$ cat config.mk
export PLATFORM = sky130hd
export DESIGN_NAME = ps2_cmd_arbiter
export DESIGN_NICKNAME = d
export VERILOG_FILES = /design/src/rtl/ps2_pkg.sv /design/src/rtl/ps2_ack_timer.sv /design/src/rtl/ps2_cmd_arbiter.sv
export SDC_FILE = /design/constraint.sdc
export NUM_CORES = 1
export LEC_CHECK = 0
export ABC_AREA = 0
export CAP_MARGIN = 0
export CORE_MARGIN = 2
export CORE_UTILIZATION = 25
export DETAILED_ROUTE_END_ITERATION = 10
export GPL_TIMING_DRIVEN = 0
export PLACE_DENSITY = 0.46
export SYNTH_ARGS = -nofsm -noshare
export SYNTH_HDL_FRONTEND = slang
export SYNTH_SLANG_ARGS = --single-unit
$ cat constraint.sdc
create_clock -name CLOCK_50 -period 3.8 [get_ports CLOCK_50]
set_input_delay 1.14 -clock CLOCK_50 [delete_from_list [all_inputs] [get_ports CLOCK_50]]
set_output_delay 1.14 -clock CLOCK_50 [all_outputs]
set_load 0.1 [all_outputs]
$ cat src/rtl/ps2_pkg.sv
// rtl/ps2_pkg.sv - shared PS/2 state encoding and protocol byte constants
package ps2_pkg;

  typedef enum logic [2:0] {
    ST_BOOT,
    ST_IDLE,
    ST_SEND,
    ST_WAIT_SENT,
    ST_WAIT_ACK,
    ST_FINISH
  } arb_state_t;

  localparam logic [7:0] PS2_ACK      = 8'hFA;
  localparam logic [7:0] PS2_RESEND   = 8'hFE;
  localparam logic [7:0] PS2_FAIL     = 8'hFC;

  localparam logic [7:0] PS2_ENABLE   = 8'hF4;
  localparam logic [7:0] PS2_RESET    = 8'hFF;
  localparam logic [7:0] PS2_SET_LEDS = 8'hED;

endpackage

$ cat src/rtl/ps2_ack_timer.sv
// rtl/ps2_ack_timer.sv - clearable saturating counter flagging the response timeout
module ps2_ack_timer #(
  parameter int LIMIT = 1_000_000
) (
  input  logic clk,
  input  logic rst_n,
  input  logic clear,
  input  logic en,
  output logic timeout
);

  localparam logic [19:0] LAST = 20'(LIMIT - 1);

  logic [19:0] count;

  always_ff @(posedge clk or negedge rst_n) begin
    if (!rst_n) begin
      count <= '0;
    end else if (clear) begin
      count <= '0;
    end else if (en && count != LAST) begin
      count <= count + 20'd1;
    end
  end

  assign timeout = (count == LAST);

endmodule

$ cat src/rtl/ps2_cmd_arbiter.sv
// rtl/ps2_cmd_arbiter.sv - shares the PS/2 transmitter between keyboard and mouse,
// issues the boot enable command, and retries on resend/timeout
module ps2_cmd_arbiter
  import ps2_pkg::*;
#(
  parameter logic [7:0] BOOT_CMD    = PS2_ENABLE,
  parameter int         ACK_TIMEOUT = 1_000_000,
  parameter int         MAX_RETRY   = 2
) (
  input  logic       CLOCK_50,
  input  logic       KEY,
  input  logic       kb_req,
  input  logic [7:0] kb_cmd,
  output logic       kb_done,
  output logic       kb_err,
  input  logic       ms_req,
  input  logic [7:0] ms_cmd,
  output logic       ms_done,
  output logic       ms_err,
  output logic [7:0] tx_cmd,
  output logic       tx_send,
  input  logic       tx_sent,
  input  logic       tx_error,
  input  logic [7:0] rx_data,
  input  logic       rx_valid,
  output logic       rsp_owned,
  output logic       busy,
  output logic       owner
);

  arb_state_t state;
  logic [3:0] retry_cnt;
  logic       timeout;

  logic in_ack, in_sent;
  logic attempt_ok, hard_fail, attempt_fail, retries_left, grant_ms;

  assign in_ack  = (state == ST_WAIT_ACK);
  assign in_sent = (state == ST_WAIT_SENT);

  assign attempt_ok   = in_ack && rx_valid && rx_data == PS2_ACK;
  assign hard_fail    = in_ack && rx_valid && rx_data == PS2_FAIL;
  assign attempt_fail = (in_sent && tx_error) ||
                        (in_ack && ((rx_valid && rx_data == PS2_RESEND) || timeout));
  assign retries_left = (retry_cnt < 4'(MAX_RETRY));

  // Round-robin: on a tie, serve the side that did not own the last transaction.
  assign grant_ms = ms_req && (!kb_req || !owner);

  ps2_ack_timer #(.LIMIT(ACK_TIMEOUT)) u_timer (
    .clk     (CLOCK_50),
    .rst_n   (KEY),
    .clear   (in_sent && tx_sent && !tx_error),
    .en      (in_ack),
    .timeout (timeout)
  );

  always_ff @(posedge CLOCK_50 or negedge KEY) begin
    if (!KEY) begin
      state     <= ST_BOOT;
      tx_cmd    <= 8'h00;
      tx_send   <= 1'b0;
      kb_done   <= 1'b0;
      kb_err    <= 1'b0;
      ms_done   <= 1'b0;
      ms_err    <= 1'b0;
      busy      <= 1'b1;
      rsp_owned <= 1'b0;
      owner     <= 1'b1;
      retry_cnt <= 4'd0;
    end else begin
      tx_send <= 1'b0;
      kb_done <= 1'b0;
      kb_err  <= 1'b0;
      ms_done <= 1'b0;
      ms_err  <= 1'b0;

      case (state)
        ST_BOOT: begin
          tx_cmd    <= BOOT_CMD;
          owner     <= 1'b1;
          retry_cnt <= 4'd0;
          tx_send   <= 1'b1;
          state     <= ST_SEND;
        end

        ST_IDLE: begin
          if (kb_req || ms_req) begin
            owner     <= grant_ms;
            tx_cmd    <= grant_ms ? ms_cmd : kb_cmd;
            retry_cnt <= 4'd0;
            tx_send   <= 1'b1;
            busy      <= 1'b1;
            state     <= ST_SEND;
          end
        end

        ST_SEND: state <= ST_WAIT_SENT;

        ST_WAIT_SENT, ST_WAIT_ACK: begin
          // Completion pulses are raised on entry to FINISH so the requester
          // can drop req before IDLE looks at it again.
          if (attempt_ok) begin
            kb_done   <= !owner;
            ms_done   <= owner;
            rsp_owned <= 1'b0;
            state     <= ST_FINISH;
          end else if (hard_fail || (attempt_fail && !retries_left)) begin
            kb_err    <= !owner;
            ms_err    <= owner;
            rsp_owned <= 1'b0;
            state     <= ST_FINISH;
          end else if (attempt_fail) begin
            retry_cnt <= retry_cnt + 4'd1;
            tx_send   <= 1'b1;
            rsp_owned <= 1'b0;
            state     <= ST_SEND;
          end else if (in_sent && tx_sent) begin
            rsp_owned <= 1'b1;
            state     <= ST_WAIT_ACK;
          end
        end

        ST_FINISH: begin
          busy  <= 1'b0;
          state <= ST_IDLE;
        end

        default: state <= ST_IDLE;
      endcase
    end
  end

endmodule

# After elaboration in Yosys (flattened, before gate mapping)
# Cells that the tools add are included.
# totals
reg_bits	43
latch_bits	0
ramBits	0
romBits	0
inputBits	31
elab_cells	101
mem_count	0
# op_classes
addsub	2
n_mul	0
div	0
n_lt_le_gt_ge	1
n_eq_ne	15
n_shift	0
muxes	39
n_bitwise	0
n_reduce_logical	32
# ops
operator	count
20-bit 2-to-1 mux	2
8-bit equality test (second input constant)	3
20-bit by 1-bit adder with 20-bit output (second input constant)	1
20-bit equality test (second input constant)	1
1-bit 2-to-1 mux	20
20-bit inequality test (second input constant)	1
4-bit 2-to-1 mux	4
8-bit 2-to-1 mux	2
8-bit one-hot mux with 2 select lines	1
3-bit 2-to-1 mux	5
3-bit one-hot mux with 4 select lines	1
4-bit one-hot mux with 3 select lines	1
1-bit logical AND	11
2-bit inequality test (second input constant)	4
2-bit AND reduction	4
3-bit by 2-bit equality test with 1-bit output (second input constant)	2
3-bit equality test (second input constant)	2
2-bit nonzero test	3
1-bit logical OR	5
5-bit inequality test (second input constant)	1
5-bit AND reduction	1
4-bit by 1-bit adder with 4-bit output (second input constant)	1
1-bit zero test	4
4-bit by 2-bit less-than comparator with 1-bit output (second input constant)	1
other kinds (7)	8

# Depth between registers and ports, before layout
# Gate-level depths: netlist of the first run.
# depth
word_depth	10
ltp_mapped	7
ltp_nobuf	6

# Cells and area by module
# From an unflattened synthesis of the first run, not the netlist that was laid out.
# unflattened
hier_cells	231
area_unflattened_um2	2319.7
# modules_own_cells
module	n_inst	cells_per_inst	area_each_um2
ps2_cmd_arbiter	1	117	1169.9
ps2_ack_timer	1	114	1149.9

# Least setup slack after synthesis of the first run
# No wires, ideal clock.
# synth_path
path_type	input port to flip-flop
start	input port kb_req
end	register busy
setup_ns	0.062
t_arrival_ns	2.204
path_slack_ns	1.534
path_stages	5
n_path_buf	1
cell_sequence	nor2_1 a211o_1 clkbuf_1 nor3_1 o32a_1
# synth_via
elab_chain_cells	3
# synth_lines
item	line	source
from (decl)	ps2_cmd_arbiter.sv:12	input logic kb_req,
1-bit logical OR	ps2_cmd_arbiter.sv:88	if (kb_req || ms_req) begin
2-bit inequality test (no source line)	--	
2-bit AND reduction (no source line)	--	
to (signal assigned)	ps2_cmd_arbiter.sv:67	busy <= 1'b1;
to (signal assigned)	ps2_cmd_arbiter.sv:93	busy <= 1'b1;
to (signal assigned)	ps2_cmd_arbiter.sv:125	busy <= 1'b0;
to (decl)	ps2_cmd_arbiter.sv:27	output logic busy,
# Every way passes these cells.
# A chain may end at the register's enable or synchronous reset.

# Worst setup path after layout of the first run
# layout_path
start	register owner
end	output port owner
# layout_lines
item	line	source
from (decl)	ps2_cmd_arbiter.sv:28	output logic owner
from (signal assigned)	ps2_cmd_arbiter.sv:89	owner <= grant_ms;
# No word-level cell between the ends.

==> impl_results.md, run 1 <==
- Clock Latency Late Sink: 0.30 ns
- Peak VDD IR: ~0.21 mV
- Combinational share of power: slightly below 50%
- Worst Setup Path Type: register to output port
- XOR/XNOR share of the synthesized area: 7.184%
- Slowest CP cell: clkdlybuf4s50_1
- Crit end category: output port
- Vias in the first global route: 1832
- Internal: 1.102 mW
- Placed Area: 2805 sq um
- Final Instance Area: 2912 sq um
- Cell Rows: 34
- Routed WL: a little over 5 mm
- Fin cells: 383
- Clock tree sinks: 43
- Cell taking the most area after synthesis: dfrtp_1
- Starting Density: 25.41%
- Synth Area in Adders: 1.140%
- Crit path cell chain: clkdlybuf4s50_1
- Sw frac: 48.45%
- Post-DP HPWL: around 3.8 mm
- Nets: 307
- Clock Path Buffers: 2
- Sw power: 1.036 mW
- CTS tree: built
- Hold WC Path Type: register to register
- GPL Wtd Cong: 0.7958
- TritonCTS buffer count: 5
- Fraction of layout instances using a drive strength above 1: under 10%
- Post-Route Setup TNS: 0 ns
- Initial antenna violation count: 0
- Mux cell area share after synthesis: 4.105%
- Share of power burned in registers: 35.1%
- Clock-pin slew on the worst setup and hold paths: about 0.08 ns
- RSZ-0062 raised after global routing: false
- GR Overflow Total: 0
- Crit path max-delay family: buffers and inverters
- Synthesized area: 2195 sq um
- Cell Pwr Density: 734.4 nW/um^2
- Syn Inst Count: 220
- Syn avg cell area: 9.975 sq um
- Top-count cell post-synth: dfrtp_1
- Synth Flop Type: dfrtp_1
- Max_cap viols: 0
- Main combinational cell family by area after synthesis: simple AND/OR/NAND/NOR gates
- I/O Buffers: 46
- Clock share of power: 16.8%
- Post-CTS Resized: 0
- Top cell type's share of synthesized area: 46.75%
- Vias: ~1.8k
- Status: finished clean
- Filler instances: 916
- Post-synthesis sequential area ratio: about half
- Gr usage total: about 12%
- Clk root buf: clkbuf_8
- Core footprint: 8636 sq um
- Final critical-path share of the clock period: a little over four fifths
- Final hold slack: ~0.48 ns
- Max incr delay on CP: 1.14 ns
- Via-per-instance ratio: 4.689
- Synth area leaders: dfrtp_1 (47%), nor2_1 (6.2%), mux2i_1 (4.1%)
- Flops & latches, synth: 43
- Final count of hold timing violations: 0
- Netlist cell types: 48
- Initial drt markers: 51
- Crit path buf inv count: 1
- # H-tree levels: 2
- ANT cells: 0
- Synth async-reset ratio: 100.0%
- Crit path arrival time: 2.03 ns
- Post-CTS Hold Buffers: 0
- Simple-gate area share of the yosys netlist: 24.06%
- Area grow syn2layout: 32.67%
- Max-slew violation count: 0
- Tightest Pin Transition: between 0.9 and 1 ns
- CP Launch Type: register
- EDFF count, synth: 0
- Commonest cells post-synth: dfrtp_1 (41), nor2_1 (36), nand2_1 (18)
- Pin count of the biggest net entering global routing: 38
- Worst EP required: 2.66 ns
- LEAKAGE: approximately 1.2 nW
- Die height: 97.70 microns
- Detail Route Antenna Nets: 0
- First-pass GRT wire length: roughly 9.0 mm
- Compound-Gate Fraction of Synth Area: about an eighth
- Die W: 97.70 microns
- Peak Freq: 315.3 MHz
- # setup viols final: 0
- I/O Pins: 47
- Final Skew: 0.01246 ns
- Worst-path maximum fanout: 6
- Postcts setup bufs: 0
- Die area: 9544 sq um
- Drt wl/cell: 13.34 microns
- Syn_nets: between 200 and 300
- DP Cell Count: about 380
- Initial DRT Pass Iterations: 5
- Warnings, synthesis: 0
- Min Tclk post-route: 3.171 ns
- Slew Limit Headroom: 34.12%
- DRC: 0
==> power by group through the flow <==
stage               Sequential, mW  Combinational, mW  Clock [mW]
floorplan                     1.21              0.306           0
global placement             0.760               1.03           0
detailed placement           0.760               1.04           0
CTS                          0.752               1.04       0.372
global route                 0.779               1.11       0.391
finish                       0.751               1.03       0.360
==> final timing paths <==
path	startpoint	end	slack, ns	depth (start not counted)
worst max-delay path	owner$_DFFE_PN1P_	owner	0.63	1
worst min-delay path	tx_cmd[3]$_DFFE_PN0P_	tx_cmd[3]$_DFFE_PN0P_	0.48	2
worst max register to register	u_timer.count[11]$_DFFE_PN0P_	u_timer.count[7]$_DFFE_PN0P_	1.62	6
worst min register to register	tx_cmd[3]$_DFFE_PN0P_	tx_cmd[3]$_DFFE_PN0P_	0.48	2
max in group asynchronous	KEY	busy$_DFFE_PN1P_	2.63	2
min in group asynchronous	KEY	retry_cnt[2]$_DFFE_PN0P_	0.66	1
==> routing by layer <==
| layer | vias up | part of all wire [%] | track usage [%] |
|---|---|---|---|
| met4 | 0 | 1.1 | 2.885 |
| met5 | - | 0 | 0 |
| met3 | 5 | 4.6 | 3.237 |
| li1 | 889 | - | - |
| met1 | 862 | 48 | 15.32 |
| met2 | 40 | 47 | 18.78 |
==> layout make-up <==
type / instances / area, sq um / share of cell area [%]
Multi-Input combinational cell: 164 / 1061 / 36.44
Clock buffer: 7 / 76.32 / 2.621
Tap cell: 108 / 135.1 / 4.641
Buffer: 7 / 32.53 / 1.117
Sequential cell: 43 / 1079 / 37.04
Inverter: 6 / 22.52 / 0.7735
Timing Repair Buffer: 47 / 475.5 / 16.33
Clock inverter: 1 / 30.03 / 1.031
==> through the flow <==
step | power, mW | utilization (%) | setup slack (ns)
5_1_grt | 2.275 | 33.71 | 0.5637
6_report | 2.138 | 33.71 | 0.6289
3_3_place_gp | 1.794 | 32.31 | 0.3057
2_1_floorplan | 1.513 | - | 1.534
3_5_place_dp | 1.801 | 32.48 | 0.5880
4_1_cts | 2.167 | 33.71 | 0.6079
==> cells by family (layout without fill, tap and decap cells) <==
logic type                 count (synthesis)  after routing
AOI/OAI and AO/OA                         37             37
muxes                                      9              9
buffers and inverters                     13             68
and+or+nand+nor                           98             98
adders and majority gates                  2              2
DFF                                       43             43
xor gates and xnor gates                  18             18
==> sequential cells by signal, summed over array words and instances (netlist names) <==
register       cells
state              3
rsp_owned          1
u_timer.count     20
busy               1
ms_done            1
kb_done            1
ms_err             1
kb_err             1
retry_cnt          4
tx_send            1
tx_cmd             8
owner              1
==> layout by cell type, fill, tap and decap left out, drive strengths merged, types with 2 or more instances in the layout <==
cell	netlist	final
clkdlybuf4s50	0	45
dfrtp	41	41
nor2	36	36
nand2	18	18
a21oi	11	11
o21ai	10	10
clkbuf	3	10
nand4	9	9
xor2	9	9
xnor2	9	9
mux2i	9	9
nor3	7	7
inv	6	6
nand3	6	6
buf	4	6
nor4	5	5
and3	3	3
a211oi	3	3
o211ai	3	3
or4b	2	2
or3	2	2
nor4b	2	2
ha	2	2
dfstp	2	2
nor3b	2	2
a21boi	2	2
Note: power is estimated with default switching activity, not from simulation.
==> run 2: changes to the inputs <==
==> constraint.sdc (replaced) <==
create_clock -name CLOCK_50 -period 3.2 [get_ports CLOCK_50]
set_input_delay 0.96 -clock CLOCK_50 [delete_from_list [all_inputs] [get_ports CLOCK_50]]
set_output_delay 0.96 -clock CLOCK_50 [all_outputs]
set_load 0.1 [all_outputs]
==> results of run 2 <==
Same layout as run 1 (identical final DEF). Status: finished clean.
Main changes from that run: setup slack after placement 0.5880 ns -> 0.1680 ns; clock-pin slew on the worst setup and hold paths 0.08 ns -> 0.09 ns; setup slack after layout 0.6289 ns -> 0.2089 ns; hold slack 0.4845 ns -> 0.4823 ns; register-to-register setup slack 1.62 ns -> 1.02 ns; total power 2.138 mW -> 2.539 mW; worst IR drop on VDD 0.2078 mV -> 0.2467 mV
==> run 3: changes to the inputs <==
--- a/config.mk
+++ b/config.mk
@@ -12,6 +12,7 @@
 export DETAILED_ROUTE_END_ITERATION = 10
 export GPL_TIMING_DRIVEN = 0
 export PLACE_DENSITY = 0.46
+export SLEW_MARGIN = 20
 export SYNTH_ARGS = -nofsm -noshare
 export SYNTH_HDL_FRONTEND = slang
 export SYNTH_SLANG_ARGS = --single-unit
==> run 3 against run 2 <==
Die area unchanged; hold slack improved by 0.0025 ns; routed wire length is 1.7% lower; clock-buffer cell count is 1 lower; global-route usage down 0.19 points; power decreased by 3.1%; final cell count is the same; critical path depth unchanged; flip-flop and latch count stayed put; sequential share of layout area grew 0.27 points; clock skew decreased by 0.0015 ns; sequential power hardly changed; highest routed layer unchanged.
==> impl_results.md, run 3 (synthesis results as in run 1) <==
- Nets: roughly 310
- Detail Route Antenna Nets: 0
- Slowest CP cell: clkdlybuf4s50_1
- GPL Wtd Cong: 0.7958
- Status: finished clean
- Final count of hold timing violations: 0
- Die W: 97.70 microns
- I/O Buffers: 46
- ANT cells: 0
- Peak Freq: 332.9 MHz
- Initial antenna violation count: 0
- Tightest Pin Transition: a little under 1 ns
- First-pass GRT wire length: 8.873 mm
- Hold WC Path Type: register to register
- Max_cap viols: 0
- Max incr delay on CP: between 1 and 1.5 ns
- DRC: 0
- Crit end category: output port
- # setup viols final: 0
- Worst Setup Path Type: register to output port
- Crit path buf inv count: 1
- Vias: 1780
- Core footprint: ~8600 sq um
- Clock tree sinks: 43
- Fraction of layout instances using a drive strength above 1: 8.364%
- Crit path max-delay family: buffers and inverters
- Worst EP required: roughly 2.2 ns
- TritonCTS buffer count: 5
- CP Launch Type: register
- Clock Path Buffers: 2
- Pin count of the biggest net entering global routing: 27
- # H-tree levels: 2
- Top reg by flops: u_timer.count
- Drt wl/cell: about 13 microns
- Area grow syn2layout: 31.70%
- Worst slack, placed: 0.1545 ns
- Peak VDD IR: 0.2408 mV
- RSZ-0062 raised after global routing: false
- Min Tclk post-route: 3.004 ns
- Top Registers: u_timer.count (20), tx_cmd (8), retry_cnt (4)
- Crit path arrival time: 2.04 ns
- Post-CTS Hold Buffers: 0
- Initial drt markers: 65
- Die height: 97.70 microns
- Max-slew violation count: 0
- Slew Limit Headroom: 34.17%
- Pwr Total: 2.460 mW
- Cell Rows: 34
- I/O Pins: 47
- Clk root buf: clkbuf_8
- Clock Latency Late Sink: around 0.30 ns
- Vias in the first global route: 1805
- GR Overflow Total: 0
- CTS tree: built
- Commonest non-fill, non-tap cell in the layout: clkdlybuf4s50_1
- Crit path cell chain: clkdlybuf4s50_1
- Final critical-path share of the clock period: 93.86%
- Gr usage total: 11.39%
- Post-DP HPWL: 3.856 mm
- Via-per-instance ratio: 4.648
- Worst-path maximum fanout: 6
- Final Skew: 0.01098 ns
- Initial DRT Pass Iterations: 4
- Routed WL: ~5.0 mm
- Most frequent cells in the layout: clkdlybuf4s50_1 (45), dfrtp_1 (41), nor2_1 (36)
- LEAKAGE: 1.186 nW
- Cell Pwr Density: around 850 nW/um^2
- Max reg flops: 20
- Final setup slack of the worst path: roughly 0.20 ns
- Postcts setup bufs: 0
- Starting Density: 25.41%
- Post-CTS Resized: 0
- Clock-pin slew on the worst setup and hold paths: 0.09 ns
- Die area: 9544 sq um
## run 3: routing by layer
metal  vias to the layer above  share of wire [%]  global-route usage [%]
met1                       847                 47                   14.93
li1                        893                  -                       -
met2                        35                 47                   18.67
met5                         -                  0                       0
met3                         5                4.7                   3.309
met4                         0                1.1                   2.564
## run 3: through the flow
stage                     utilization, %  instances  hold WS, ns  instance area, sq um  setup TNS (ns)
after floorplan                        -        220       0.4516                  2195               0
after global placement             32.31        374       0.4677                  2790          -4.551
after detailed placement           32.48        375       0.4716                  2805               0
after CTS                          33.47        383       0.4926                  2890               0
after global routing               33.47        383       0.5078                  2890               0
final                              33.47        383       0.4848                  2890               0
## run 3: power breakdown
part           switching (mW)  internal (mW)  total, mW
Combinational           0.874          0.345       1.22
Sequential              0.160          0.730      0.890
Clock                   0.198          0.153      0.351
Total                    1.23           1.23       2.46
## run 3: final timing paths
kind / startpoint / slack (ns) / cells after the start / end
max: owner$_DFFE_PN1P_ / 0.20 / 1 / owner
min: tx_cmd[1]$_DFFE_PN0P_ / 0.48 / 2 / tx_cmd[1]$_DFFE_PN0P_
max reg2reg: u_timer.count[11]$_DFFE_PN0P_ / 1.03 / 6 / u_timer.count[7]$_DFFE_PN0P_
min reg2reg: tx_cmd[1]$_DFFE_PN0P_ / 0.48 / 2 / tx_cmd[1]$_DFFE_PN0P_
max in group asynchronous: KEY / 2.06 / 2 / busy$_DFFE_PN1P_
min in group asynchronous: KEY / 0.58 / 1 / tx_send$_DFF_PN0_
## run 3: area by class of cell
cell class / instances / area [sq um]
fillers: 904 / 5746
plain buffers: 7 / 32.53
clock inverters: 2 / 12.51
repair buffers: 47 / 475.5
inverters: 6 / 22.52
clock buffers: 6 / 72.57
multi-input cells: 164 / 1061
well taps: 108 / 135.1
flip-flops and latches: 43 / 1079
==> edit 1 (settings of run 2) <==
Encoding of `arb_state_t`: now Gray code (3 bits for 6 states).
--- a/src/rtl/ps2_pkg.sv
+++ b/src/rtl/ps2_pkg.sv
@@ -2,12 +2,12 @@
 package ps2_pkg;
 
   typedef enum logic [2:0] {
-    ST_BOOT,
-    ST_IDLE,
-    ST_SEND,
-    ST_WAIT_SENT,
-    ST_WAIT_ACK,
-    ST_FINISH
+    ST_BOOT      = 3'b000,
+    ST_IDLE      = 3'b001,
+    ST_SEND      = 3'b011,
+    ST_WAIT_SENT = 3'b010,
+    ST_WAIT_ACK  = 3'b110,
+    ST_FINISH    = 3'b111
   } arb_state_t;
 
   localparam logic [7:0] PS2_ACK      = 8'hFA;
Behaviour: no difference found for any inputs over 10 cycles, from zero or initial values; not proved beyond that.
==> edit 1 against run 2 <==
Total power is 4.8% lower. Global-route usage is 0.15 points higher. Area after synthesis is 2.7% higher. Clock skew is 3.6 ps lower. Die area is 2.6% higher. Sequential cell count stayed put. First-iteration DRC count is 7.8% higher. Wire length is 9.3% higher. Largest cell class is now multi-input combinational cells. Non-clock buffer count is 1 higher. Setup slack worse by 69 ps. Design area is 2.4% higher.
==> edit 1: results (changes against run 2) <==
{
  "status": {"value": "finished, final reports clean", "change": "unchanged"},
  "finalWirelength": {"value": 5586, "unit": "um", "change": "was 5109 um"},
  "groute.layer.met3.usage": {"value": 2.340, "unit": "%", "change": "was 3.237%"},
  "layout.nets": {"value": 317, "change": "was 307"},
  "groute.usage.overall": {"value": 11.74, "unit": "%", "change": "was 11.58%"},
  "synth.top_cells.by_count": {"value": "dfrtp_1 (41), nor2_1 (25), nand2_1 (20), nand3_1 (14), o21ai_0 (11)", "change": "was dfrtp_1 (41), nor2_1 (36), nand2_1 (18), a21oi_1 (10)"},
  "final_wtd_congestion": {"value": 0.8178, "change": "was 0.7958"},
  "critical_path_peak_fanout": {"value": 9, "change": "was 6"},
  "syn-num-nets": {"value": 263, "change": "was 253"},
  "place_hpwl": {"value": 4215, "unit": "um", "change": "was 3815 um"},
  "worst_clock_skew": {"value": 8.866, "unit": "ps", "change": "was 12.46 ps"},
  "synth.lib_cells_used.distinct": {"value": 49, "change": "was 48"},
  "pin_count_of_the_biggest_net_entering_global_routing": {"value": 31, "change": "was 38"},
  "vias": {"value": 1884, "change": "was 1796"},
  "synthTopCellsByArea": {"value": "dfrtp_1 (46%), nor2_1 (4.2%), mux2i_1 (4.0%)", "change": "was dfrtp_1 (47%), nor2_1 (6.2%), mux2i_1 (4.1%)"},
  "leakagePower": {"value": 0.001225, "unit": "uW", "change": "was 0.001198 uW"},
  "crit_path_max_incr_delay": {"value": 1160, "unit": "ps", "change": "was 1140 ps"},
  "dpl_worst_slack": {"value": 379.2, "unit": "ps", "change": "was 168.0 ps"},
  "global_route_track_usage_on_met1": {"value": 16.73, "unit": "%", "change": "was 15.32%"},
  "synth.yosys.seq_area_share": {"value": 47.84, "unit": "%", "change": "was 49.14%"},
  "slew_headroom": {"value": 34.56, "unit": "%", "change": "was 34.12%"},
  "global_route_wire_length_before_repair": {"value": 9342, "unit": "um", "change": "was 9004 um"},
  "ir_worst_vdd": {"value": 0.3432, "unit": "mV", "change": "was 0.2467 mV"},
  "layout-drive-gt1-share": {"value": 9.474, "unit": "%", "change": "was 8.000%"},
  "hp-class": {"value": "flip-flop to flip-flop", "change": "was input pin to asynchronous set/reset pin"}
}
[edit 1: final timing paths]
kind | start | endpoint | slack, ps | cells past startpoint
worst max register to register | u_timer.count[6] | u_timer.count[7] | 1290 | 6
worst max-delay path | owner | owner | 140 | 1
min in group asynchronous | KEY | u_timer.count[15] | 570 | 1
max in group asynchronous | KEY | owner | 2080 | 2
worst min-delay path | busy | busy | 470 | 2
worst min register to register | busy | busy | 470 | 2
[edit 1: metrics by stage]
stage	hold WS [ps]	cells	power (uW)	area, um^2
6_report	469.8	393	2419	2983
5_1_grt	498.8	393	2566	2983
4_1_cts	473.3	393	2452	2983
3_5_place_dp	450.4	385	1988	2865
3_3_place_gp	451.4	384	1981	2850
2_1_floorplan	451.6	230	1676	2255
[edit 1: final cells by class]
cell class | count | area [um^2]
plain buffers | 8 | 45.04
clock buffers | 6 | 82.58
clock inverters | 2 | 35.03
fillers | 880 | 5738
inverters | 6 | 22.52
multi-input cells | 173 | 1109
flip-flops and latches | 43 | 1079
well taps | 108 | 135.1
repair buffers | 47 | 475.5
[edit 1: kinds of logic (layout without fill, tap and decap cells)]
family	Yosys count	in the layout	share of synthesized area [%]
flops	43	43	47.84
fa+ha+maj	2	2	1.110
compound gates	45	45	13.87
mux	9	9	3.996
simple gates	103	103	24.75
buf+inv	14	69	2.996
xor+xnor	14	14	5.439
[edit 1: routing by layer]
layer	share of wire, %	vias to the layer above
met4	1.5	0
met1	52	898
li1	-	946
met5	0	-
met2	43	32
met3	3.8	8
[edit 1: power breakdown]
part | leakage, uW | internal, uW | switching (uW)
registers | 0.000553 | 698 | 124
clock network | 0.0000612 | 253 | 195
logic | 0.000610 | 334 | 815
total | 0.00122 | 1290 | 1130
==> edit 2 (settings of run 2) <==
Without the edit above. `ACK_TIMEOUT`: 1_000_000 -> 750_000.
--- a/src/rtl/ps2_cmd_arbiter.sv
+++ b/src/rtl/ps2_cmd_arbiter.sv
@@ -4,7 +4,7 @@
   import ps2_pkg::*;
 #(
   parameter logic [7:0] BOOT_CMD    = PS2_ENABLE,
-  parameter int         ACK_TIMEOUT = 1_000_000,
+  parameter int         ACK_TIMEOUT = 750_000,
   parameter int         MAX_RETRY   = 2
 ) (
   input  logic       CLOCK_50,
Function: no difference found for any inputs over 10 cycles, from zero or initial values; that may be too few to reach the edited logic, so the function may still have changed.
==> edit 2 against run 2 <==
Maximum frequency shrank 1.1%. Total power is 4.5% lower. Area after synthesis increased by 4.4%. Wire length is 15% higher. Die area increased by 4.2%. Sequential cell count is the same. Setup slack worse by 34 ps. Design area up 2.5%.
==> edit 2: results (changes against run 2) <==
{
  "status": {"value": "finished, final reports clean", "change": "unchanged"},
  "first_pass_iters": {"value": 4, "change": "was 5"},
  "critical_path_peak_fanout": {"value": 8, "change": "was 6"},
  "timing.rr.end": {"value": "u_timer.count[1]", "change": "was u_timer.count[7]"},
  "detail_route.vias_per_cell": {"value": 4.908, "change": "was 4.689"},
  "setup_viol": {"value": 0, "change": "unchanged"},
  "synth.lib_cells_used.distinct": {"value": 52, "change": "was 48"},
  "hold_end": {"value": "retry_cnt[0]"},
  "hp-class": {"value": "flip-flop to flip-flop", "change": "was input pin to asynchronous set/reset pin"},
  "fin_crit_sh": {"value": 94.52, "unit": "%", "change": "was 93.47%"},
  "dpl_worst_slack": {"value": 324.0, "unit": "ps", "change": "was 168.0 ps"},
  "syn-num-nets": {"value": 270, "change": "was 253"},
  "layout-drive-gt1-share": {"value": 7.877, "unit": "%", "change": "was 8.000%"},
  "worst_clock_skew": {"value": 5.840, "unit": "ps", "change": "was 12.46 ps"},
  "vias": {"value": 1963, "change": "was 1796"},
  "r2r_start": {"value": "u_timer.count[4]", "change": "was u_timer.count[11]"},
  "place_hpwl": {"value": 4372, "unit": "um", "change": "was 3815 um"},
  "fin_worst_hold_slack": {"value": 487.3, "unit": "ps", "change": "was 482.3 ps"},
  "global_route_wire_length_before_repair": {"value": 9873, "unit": "um", "change": "was 9004 um"},
  "avgSynthCellArea": {"value": 9.666, "unit": "um^2", "change": "was 9.975 um^2"},
  "first_global_vias": {"value": 1932, "change": "was 1832"},
  "synth.top_cells.by_count": {"value": "dfrtp_1 (41), nand2_1 (40), nor2_1 (24), nand4_1 (9), xor2_1 (9)", "change": "was dfrtp_1 (41), nor2_1 (36), nand2_1 (18), a21oi_1 (10)"},
  "pin_count_of_the_biggest_net_entering_global_routing": {"value": 27, "change": "was 38"},
  "synthTopCellsByArea": {"value": "dfrtp_1 (45%), nand2_1 (6.6%), nor2_1 (3.9%)", "change": "was dfrtp_1 (47%), nor2_1 (6.2%), mux2i_1 (4.1%)"},
  "groute.usage.overall": {"value": 12.52, "unit": "%", "change": "was 11.58%"},
  "ir_worst_vdd": {"value": 0.3334, "unit": "mV", "change": "was 0.2467 mV"},
  "leakagePower": {"value": 0.001253, "unit": "uW", "change": "was 0.001198 uW"}
}
## edit 2: changes by cell type after synthesis, sizes merged, moves of 5 or more
cell,run 2,this run
mux2i,9,2
a31oi,0,7
nor4,5,0
a21oi,11,4
nor2,36,25
xnor2,9,3
nand2,18,40
## edit 2: routing by layer
metal / part of all wire (%) / vias up / global-route usage [%] / routed length [um]
li1: - / 984 / - / -
met1: 50 / 943 / 18.09 / 2959
met2: 45 / 31 / 18.81 / 2668
met3: 2.7 / 5 / 2.600 / 158
met4: 1.3 / 0 / 3.793 / 78
met5: 0 / - / 0 / 0
## edit 2: cells by family (layout without fill, tap and decap cells)
| family | Yosys count | count (layout) | share of synthesized area, % |
|---|---|---|---|
| adder cells (fa/ha/maj) | 2 | 2 | 1.092 |
| buffers and inverters | 13 | 68 | 2.840 |
| flip-flops | 43 | 43 | 47.08 |
| AND/OR/NAND/NOR | 120 | 120 | 28.29 |
| AO/OA/AOI/OAI | 45 | 45 | 15.24 |
| XOR/XNOR | 12 | 12 | 4.588 |
| multiplexers | 2 | 2 | 0.8739 |
## edit 2: cell type report
class	count	area (um^2)
Fill cell	890	5821
Sequential cell	43	1079
Clock inverter	3	15.01
Multi-Input combinational cell	181	1147
Buffer	6	38.79
Tap cell	108	135.1
Timing Repair Buffer	47	475.5
Clock buffer	5	68.82
Inverter	7	26.28
## edit 2: where the power goes
group | internal, uW | leakage, uW | switching [uW] | total (uW)
sequential | 716 | 0.000551 | 150 | 865
clock | 150 | 0.0000477 | 198 | 348
combinational | 372 | 0.000655 | 838 | 1210
total | 1240 | 0.00125 | 1190 | 2420
